File: config.mk
export PLATFORM = sky130hd
export DESIGN_NAME = test1
export DESIGN_NICKNAME = d
export VERILOG_FILES = /design/src/rtl/test1.sv
export SDC_FILE = /design/constraint.sdc
export NUM_CORES = 1
export LEC_CHECK = 0
export CORE_AREA = 4 4 41 43
export CTS_CLUSTER_SIZE = 12
export DETAILED_ROUTE_END_ITERATION = 10
export DIE_AREA = 0 0 45 47
export GPL_TIMING_DRIVEN = 0
export PLACE_DENSITY = 0.5
export RECOVER_POWER = 100
export SYNTH_ARGS = -nofsm -noshare
export SYNTH_HDL_FRONTEND = slang
export SYNTH_SLANG_ARGS = --single-unit
export TNS_END_PERCENT = 10
File: constraint.sdc
create_clock -name clk -period 1.1 [get_ports clk]
set_input_delay 0.165 -clock clk [delete_from_list [all_inputs] [get_ports clk]]
set_output_delay 0.165 -clock clk [all_outputs]
set_load 0.05 [all_outputs]
File: src/rtl/test1.sv
// Free-running baud-rate tick generator: BaudTick at the baud rate from a rounded clock divisor.
// Define BAUD_OVERSAMPLE_EN to add a 16x BaudTick16 output; BaudTick is then derived from it.
module test1 #(
  parameter int unsigned CLK_FREQ  = 50_000_000,
  parameter int unsigned BAUD_RATE = 115200
) (
  input  logic clk,
  input  logic reset,
  output logic BaudTick
`ifdef BAUD_OVERSAMPLE_EN
  ,
  output logic BaudTick16
`endif
);

`ifdef BAUD_OVERSAMPLE_EN

  localparam int unsigned OS_RAW = (CLK_FREQ + 8 * BAUD_RATE) / (16 * BAUD_RATE);
  localparam int unsigned OS_DIV = (OS_RAW < 2) ? 2 : OS_RAW;
  localparam int unsigned OS_W   = $clog2(OS_DIV);
  localparam int unsigned SUB_W  = 4;
  localparam logic [OS_W-1:0]  OS_MAX  = OS_W'(OS_DIV - 1);
  localparam logic [SUB_W-1:0] SUB_MAX = SUB_W'(15);

  logic [OS_W-1:0]  r_os_cnt;
  logic [SUB_W-1:0] r_sub_cnt;
  logic             r_tick16;
  logic             r_tick;
  logic             w_os_wrap;

  assign w_os_wrap = (r_os_cnt == OS_MAX);

  // 16x divider; every 16th oversample tick also produces the baud tick
  always_ff @(posedge clk) begin
    if (reset) begin
      r_os_cnt  <= '0;
      r_sub_cnt <= '0;
      r_tick16  <= 1'b0;
      r_tick    <= 1'b0;
    end else if (w_os_wrap) begin
      r_os_cnt  <= '0;
      r_sub_cnt <= r_sub_cnt + SUB_W'(1);
      r_tick16  <= 1'b1;
      r_tick    <= (r_sub_cnt == SUB_MAX);
    end else begin
      r_os_cnt  <= r_os_cnt + OS_W'(1);
      r_tick16  <= 1'b0;
      r_tick    <= 1'b0;
    end
  end

  assign BaudTick16 = r_tick16;
  assign BaudTick   = r_tick;

`else

  localparam int unsigned DIV_RAW = (CLK_FREQ + BAUD_RATE / 2) / BAUD_RATE;
  localparam int unsigned DIVISOR = (DIV_RAW < 2) ? 2 : DIV_RAW;
  localparam int unsigned CNT_W   = $clog2(DIVISOR);
  localparam logic [CNT_W-1:0] CNT_MAX = CNT_W'(DIVISOR - 1);

  logic [CNT_W-1:0] r_cnt;
  logic             r_tick;
  logic             w_wrap;

  assign w_wrap = (r_cnt == CNT_MAX);

  // Divide-by-DIVISOR counter; the tick is registered alongside the wrap
  always_ff @(posedge clk) begin
    if (reset) begin
      r_cnt  <= '0;
      r_tick <= 1'b0;
    end else if (w_wrap) begin
      r_cnt  <= '0;
      r_tick <= 1'b1;
    end else begin
      r_cnt  <= r_cnt + CNT_W'(1);
      r_tick <= 1'b0;
    end
  end

  assign BaudTick = r_tick;

`endif

endmodule

Word level (Yosys, flattened, before mapping)

Index checks and enable logic that the tools add are counted.

Register bits: 10
Input bits: 2
Output and inout port bits: 1

$add $sub $neg: 1
Eq/ne operators: 1
Muxes and demuxes: 1
Reduce and logical (&&, ||, !) cells: 1

Operators by type and width:

| operator                                                       | count |
|---|---|
| 9-bit by 1-bit adder with 9-bit output (second input constant) | 1 |
| 9-bit == test (second input constant)                          | 1 |
| 2-bit OR reduction                                             | 1 |
| 1-bit two-way mux                                              | 1 |

Depth between registers and ports, before layout

Gate-level depths: netlist of run 1.

Depth in word-level cells: 2
Mapped depth: 5
Mapped depth without buffers: 5

Worst setup path after synthesis of run 1

Ideal clock, no wire load.

Kind: reg-to-reg
Start point: register r_cnt[2]
End point: register r_cnt[2]
Setup time: 124 ps
Arrival: 1,095 ps
Required time: 976 ps
Path slack: -119 ps
Stages on the path, launching flop included: 4
Path buffers: 0
Period minus slack after synthesis: 1,219 ps
Cell sequence: dfxtp_1 > or3_4 > o31ai_4 > nor2_1

Word-level cells in the longest chain between the ends: 2

RTL lines:

| element                                                                        | line | text |
|---|---|---|
| start, declared                                                                | 62   | `logic [CNT_W-1:0] r_cnt;` |
| start signal, assigned                                                         | 77   | `r_cnt <= r_cnt + CNT_W'(1);` |
| branches (longest 2 deep; another with 9-bit by 1-bit adder with 9-bit output) | n/a  |  |

Parallel ways; which one is timed is not known.
A chain may end at the register's enable or synchronous reset.

Final worst setup path of run 1

Start point: register r_cnt[2]
End point: register r_cnt[3]

Same word-level chain as after synthesis.

==> impl_metrics.csv, run 1 <==
group,metric,value,unit
cells_and_area,design_area,554,um2
die,ios,3,
critical_path,start_kind,"register",
clock_network,cts_tree,"built",
clock_network,cts_max_level,1,
sta,final-hold-violation-count,0,
yosys,async_reset_ff_share,0,%
die,dieHeight,47,um
die,start_util,35.5,%
sta,slew_violations,0,
placement,place_congestion,0.712,
critical_path,rr_worst_depth,3,
sta,period_share,114,%
critical_path,crit_type,"reg2reg",
yosys,synth-edff-count,0,
yosys,synthAdderAreaFrac,5.42,%
yosys,ys_ff_latch,10,
global_route,track_usage,10.8,%
route,met1_length,402,um
min_path,hold_path_class,"reg2reg",
critical_path,cp-end-kind,"register",
clock_network,cts_buffer_depth,2,
cells_and_area,area_growth,20.1,%
critical_path,rr_startpoint,"r_cnt[2]",
clock_network,clkTransAtPathRegs,0.06,ns
sta,fin_skew,0.000897,ns
cells_and_area,fin_cells,69,
placement,place_hpwl,624,um
clock_network,clock_latency,0.26,ns
cells_and_area,register_area,216,um2
sta,max_slew_margin,80.9,%
sta,max_freq,795,MHz
clock_network,hold_buffers,0,
clock_network,numCtsBuffers,3,
yosys,ys_warn_count,0,
job,drv_cap,0,
yosys,avgSynthCellArea,9.42,um2
yosys,synth.net_count,53,
yosys,synthMuxAreaShare,0,%
critical_path,rrSetupSlack,-0.16,ns
route,remaining_drc_errors,0,
critical_path,reg2reg_to,"r_cnt[3]",
route,maxUsedRoutingLayer,"met4",
route,met3WireLength,40,um
placement,dpl_cell_area,504,um2
yosys,synth_top_family_by_area,"simple AND/OR/NAND/NOR gates",
power,peakVddDrop,0.000546,V
yosys,netlist.area_leader.share,43.4,%
yosys,synth_area_leaders,"dfxtp_1 43%, ha_1 5.4%, o31ai_4 4.6%",
die,die_x,45,um
sta,tightest_slew,0.287,ns
route,vias,357,
route,drtAntennaViolNets,0,
yosys,synth_largest_area_cell,"dfxtp_1",
yosys,ys.flop_type,"dfxtp_1",
critical_path,critPathMaxFanout,6,
placement,dp_cells,66,
critical_path,crit_path_start,"r_cnt[2]",
die,die-area,2120,um2
die,row_count,13,
sta,finalSetupViolCount,9,
cells_and_area,drive_above_1_share,31.5,%
die,core,1300,um2
clock_network,clock-sinks,10,
cells_and_area,diodes,0,
sta,setup_slack,-0.158,ns
yosys,ys_seq_area_share,43.4,%
route,wl_per_cell,12.3,um
yosys,synthXorXnorAreaFrac,5.69,%
route,wl,849,um
route,vias_per_cell,5.17,
cells_and_area,nNetsFinal,60,
global_route,grt_pass1_vias,357,
global_route,grt_start_max_net_pins,7,
critical_path,path_cells,"or3_4 > o31ai_4 > nor2_1",
critical_path,crit_path_end,"r_cnt[3]",
yosys,synth_simple_gate_area_share,26.0,%
global_route,grt_pass1_wl,1.59,mm
power,powerDensity,1310,nW/um2
yosys,syn_inst,49,
critical_path,required,1.24,ns
route,route.met2.wl,374,um
route,drtIter0Drc,2,
global_route,grt-ovfl-total,0,
cells_and_area,multi_input_area,267,um2
status,failed_checks,"negative setup slack",
power,leakagePower,0.182,nW
yosys,syn_area,462,um2
critical_path,slowest_stage,"or3_4",
clock_network,cts_root_buf,"clkbuf_4",
sta,fin_crit,1.26,ns
yosys,synth-compound-area-share,16.3,%
status,status,"finished with violations",
sta,rsz0062_at_grt,"true",
critical_path,max_stage_delay,0.41,ns
critical_path,arrival,1.40,ns
yosys,ys_types,23,
clock_network,post_cts_buffers,0,
route,first_pass_iters,2,
placement,io_buffers,2,
cells_and_area,fillers,138,
global_route,antenna_found_initial,0,
==> area by class of cell <==
| class | instances | area share (%) |
|---|---|---|
| Tap cell | 15 | 3.39 |
| Inverter | 4 | 2.71 |
| Clock buffer | 3 | 4.06 |
| Sequential cell | 10 | 39.1 |
| Multi-Input combinational cell | 35 | 48.1 |
| Timing Repair Buffer | 2 | 2.71 |
==> layer usage <==
layer / GRT usage [%] / vias up
li1: - / 188
met1: 13.3 / 158
met2: 16.1 / 6
met3: 2.30 / 5
met4: 8.77 / 0
met5: 0 / -
==> sequential cells by signal, indices dropped and copies added (netlist names) <==
name      flops
BaudTick      1
r_cnt         9
==> worst min path at each step <==
| stage | end | cells past startpoint | start | slack (ns) |
|---|---|---|---|---|
| after global routing | r_cnt[0] | 1 | r_cnt[0] | 0.49 |
| after CTS | r_cnt[0] | 1 | r_cnt[0] | 0.47 |
| final | r_cnt[0] | 1 | r_cnt[0] | 0.47 |
| after floorplan | r_cnt[6] | 1 | reset | 0.23 |
| after detailed placement | r_cnt[0] | 1 | r_cnt[0] | 0.46 |
| after global placement | r_cnt[0] | 1 | r_cnt[0] | 0.45 |
==> critical path, delay by kind of cell (launching register included) <==
| family | cells | cell delay (ns) |
|---|---|---|
| compound gates | 1 | 0.28 |
| simple gates | 2 | 0.50 |
| flops | 1 | 0.37 |
==> cell usage after synthesis (all sizes together), types with 2 or more instances <==
| library cell | n |
|---|---|
| nand3 | 3 |
| a31oi | 3 |
| or3 | 3 |
| nor2 | 5 |
| nand4 | 2 |
| inv | 4 |
| ha | 2 |
| nand2 | 4 |
| dfxtp | 10 |
| xor2 | 2 |
==> stage by stage <==
step	setup WS (ns)	util, %	TNS [ns]	total power [mW]	hold WS (ns)
finish	-0.158	42.6	-1.16	0.725	0.472
CTS	-0.158	42.3	-1.19	0.729	0.471
floorplan	-0.0985	-	-0.641	0.458	0.234
global route	-0.220	42.6	-1.78	0.764	0.486
global placement	-0.168	38.8	-1.52	0.473	0.449
detailed placement	-0.201	38.8	-1.66	0.478	0.458
==> placed cells by master, fill, tap and decap left out <==
cell             synthesis  layout
nand2_2                  0       1
nor2_1                   5       5
dfxtp_1                 10       3
nand3_2                  0       1
nand2b_1                 1       1
o221ai_1                 1       1
o311ai_1                 1       1
ha_4                     0       1
or3b_1                   1       1
dfxtp_2                  0       4
nand4_2                  1       1
a21oi_1                  1       1
xnor2_1                  1       1
or4_1                    1       1
clkbuf_2                 0       1
nand2_1                  4       3
or3_4                    1       1
ha_1                     2       1
inv_1                    4       4
or3_1                    2       2
a31oi_1                  3       3
o21ai_0                  1       1
o211ai_1                 1       1
nand4_1                  1       1
clkdlybuf4s50_1          0       1
o31ai_4                  1       1
clkbuf_4                 0       3
nor4_1                   1       1
xor2_1                   2       2
dfxtp_4                  0       3
nand3_1                  3       2
==> logic make-up (layout without fill, tap and decap cells) <==
family	count (synthesis)	count (layout)
buf+inv	4	9
fa+ha+maj	2	2
simple gates	21	21
compound gates	9	9
flops	10	10
xor+xnor	3	3
==> where the power goes <==
part / total, mW / switching, mW / internal [mW]
sequential: 0.410 / 0.0298 / 0.381
clock: 0.250 / 0.123 / 0.126
combinational: 0.0648 / 0.0328 / 0.0320
==> what timing repair did <==
action / 4_1_cts / 5_1_grt
pin swaps: 0 / 2
setup endpoints to repair: 11 / 11
cloned: 0 / 0
gates resized for setup: 12 / 5
No activity file was read; power rests on OpenSTA's default activity.
==> run 2, diff against run 1 <==
--- a/config.mk
+++ b/config.mk
@@ -12,6 +12,7 @@
 export GPL_TIMING_DRIVEN = 0
 export PLACE_DENSITY = 0.5
 export RECOVER_POWER = 100
+export SKIP_LAST_GASP = 1
 export SYNTH_ARGS = -nofsm -noshare
 export SYNTH_HDL_FRONTEND = slang
 export SYNTH_SLANG_ARGS = --single-unit
==> run 2 against run 1 <==
- the flow still finishes with violations (negative setup slack)
- total power shrank 0.64%
- via count grew 2.2%
- clock skew is essentially flat
- global-route usage is the same
- critical endpoint is now r_cnt[8]
- largest cell class unchanged
- highest routed layer unchanged
==> impl_metrics.csv, run 2 (same netlist as run 1, synthesis figures left out) <==
group,metric,value,unit
clock_network,cts_buffer_depth,2,
sta,fin_crit,1.27,ns
die,die_x,45,um
power,powerDensity,1350,nW/um2
critical_path,required,1.29,ns
global_route,grt_pass1_wl,1.61,mm
clock_network,numCtsBuffers,3,
die,dieHeight,47,um
global_route,grt_pass1_vias,373,
power,p_total,0.720,mW
critical_path,critPathMaxFanout,5,
critical_path,cp-end-kind,"register",
clock_network,clkTransAtPathRegs,0.06,ns
route,wl_per_cell,12.1,um
sta,tightest_slew,0.486,ns
cells_and_area,diodes,0,
critical_path,crit_type,"reg2reg",
sta,finalSetupViolCount,10,
sta,period_share,116,%
power,peakVddDrop,0.000533,V
route,vias,365,
cells_and_area,final_cell_mix,"5 x dfxtp_1, 5 x nor2_1, 4 x inv_1, 4 x nand2_1, 4 x dfxtp_2",
global_route,grt_start_max_net_pins,7,
critical_path,max_stage_delay,0.37,ns
critical_path,crit_path_start,"r_cnt[0]",
clock_network,clock-sinks,10,
cells_and_area,nNetsFinal,60,
route,drtAntennaViolNets,0,
route,remaining_drc_errors,0,
status,status,"finished with violations",
sta,max_slew_margin,67.7,%
die,start_util,35.5,%
route,wl,836,um
sta,fin_skew,0.000924,ns
die,ios,3,
sta,finalSetupTns,-1.49,ns
clock_network,cts_root_buf,"clkbuf_4",
clock_network,cts_max_level,1,
placement,dpl_cell_area,504,um2
route,drtIter0Drc,2,
sta,max_freq,786,MHz
cells_and_area,area_growth,15.4,%
global_route,grt-ovfl-total,0,
cells_and_area,drive_above_1_share,22.2,%
job,drv_cap,0,
sta,final-hold-violation-count,0,
critical_path,start_kind,"register",
route,first_pass_iters,2,
critical_path,rr_startpoint,"r_cnt[0]",
route,vias_per_cell,5.29,
critical_path,path_cells,"ha_2 > nand4_1 > or3_1 > a31oi_1",
critical_path,arrival,1.46,ns
power,leakagePower,0.182,nW
die,die-area,2120,um2
critical_path,crit_family,"simple AND/OR/NAND/NOR gates",
sta,slew_violations,0,
global_route,antenna_found_initial,0,
status,failed_checks,"negative setup slack",
placement,io_buffers,2,
min_path,min-delay-start,"r_cnt[0]",
placement,place_congestion,0.712,
min_path,hold_path_class,"reg2reg",
placement,pre_cts_slack,-0.201,ns
die,row_count,13,
die,core,1300,um2
critical_path,crit_buf_inv,0,
clock_network,post_cts_buffers,0,
clock_network,clock_latency,0.26,ns
sta,rsz0062_at_grt,"true",
sta,setup_slack,-0.172,ns
cells_and_area,fillers,138,
clock_network,cts_tree,"built",
global_route,track_usage,10.8,%
cells_and_area,largest_reg_flops,9,
cells_and_area,top_register,"r_cnt",
cells_and_area,design_area,533,um2
critical_path,slowest_stage,"dfxtp_4",
placement,place_hpwl,624,um
[run 2: what timing repair did]
action,4_1_cts,5_1_grt
setup endpoints to repair,11,11
hold buffers,0,0
gates resized for setup,6,0
[run 2: worst register-to-register path: stages (launching register included)]
cell,delay [ns]
dfxtp_4,0.37
ha_2,0.20
nand4_1,0.13
or3_1,0.33
a31oi_1,0.16
[run 2: worst paths after layout]
kind | cells past startpoint | end | slack [ns]
worst max-delay path | 4 | r_cnt[8] | -0.17
worst min-delay path | 1 | r_cnt[0] | 0.45
worst max register to register | 4 | r_cnt[8] | -0.17
worst min register to register | 1 | r_cnt[0] | 0.45
[run 2: layer usage]
metal	vias to the layer above	GRT usage (%)	part of all wire, %
li1	189	-	-
met1	165	13.3	47
met2	6	16.1	44
met3	5	2.30	4.5
met4	0	8.77	3.7
met5	-	0	0
[run 2: area by class of cell]
| class | instances | area (um2) | share of cell area [%] |
|---|---|---|---|
| Timing Repair Buffer | 2 | 18.8 | 3.52 |
| Tap cell | 15 | 18.8 | 3.52 |
| Multi-Input combinational cell | 35 | 249 | 46.7 |
| Sequential cell | 10 | 209 | 39.2 |
| Clock buffer | 3 | 22.5 | 4.23 |
| Inverter | 4 | 15.0 | 2.82 |
[run 2: metrics by stage]
stage	util, %	hold WS, ns	instances
finish	41.0	0.455	69
global route	41.0	0.468	69
CTS	41.0	0.454	69
detailed placement	38.8	0.458	66
global placement	38.8	0.449	66
floorplan	-	0.234	49
[run 2: power by group]
| part | internal (mW) | total, mW | switching [mW] |
|---|---|---|---|
| registers | 0.384 | 0.409 | 0.0253 |
| clock network | 0.126 | 0.249 | 0.122 |
| logic | 0.0302 | 0.0625 | 0.0323 |
==> run 3, diff against run 2 <==
--- a/config.mk
+++ b/config.mk
@@ -10,6 +10,7 @@
 export DETAILED_ROUTE_END_ITERATION = 10
 export DIE_AREA = 0 0 45 47
 export GPL_TIMING_DRIVEN = 0
+export MAX_ROUTING_LAYER = met4
 export PLACE_DENSITY = 0.5
 export RECOVER_POWER = 100
 export SKIP_LAST_GASP = 1
==> results of run 3 <==
Same layout as run 2: the final DEF is identical, and so are final timing and power.
Main changes from that run: final weighted congestion in routability-driven placement 0.712 -> 0.720; overall routing resource usage 10.8% -> 11.1%
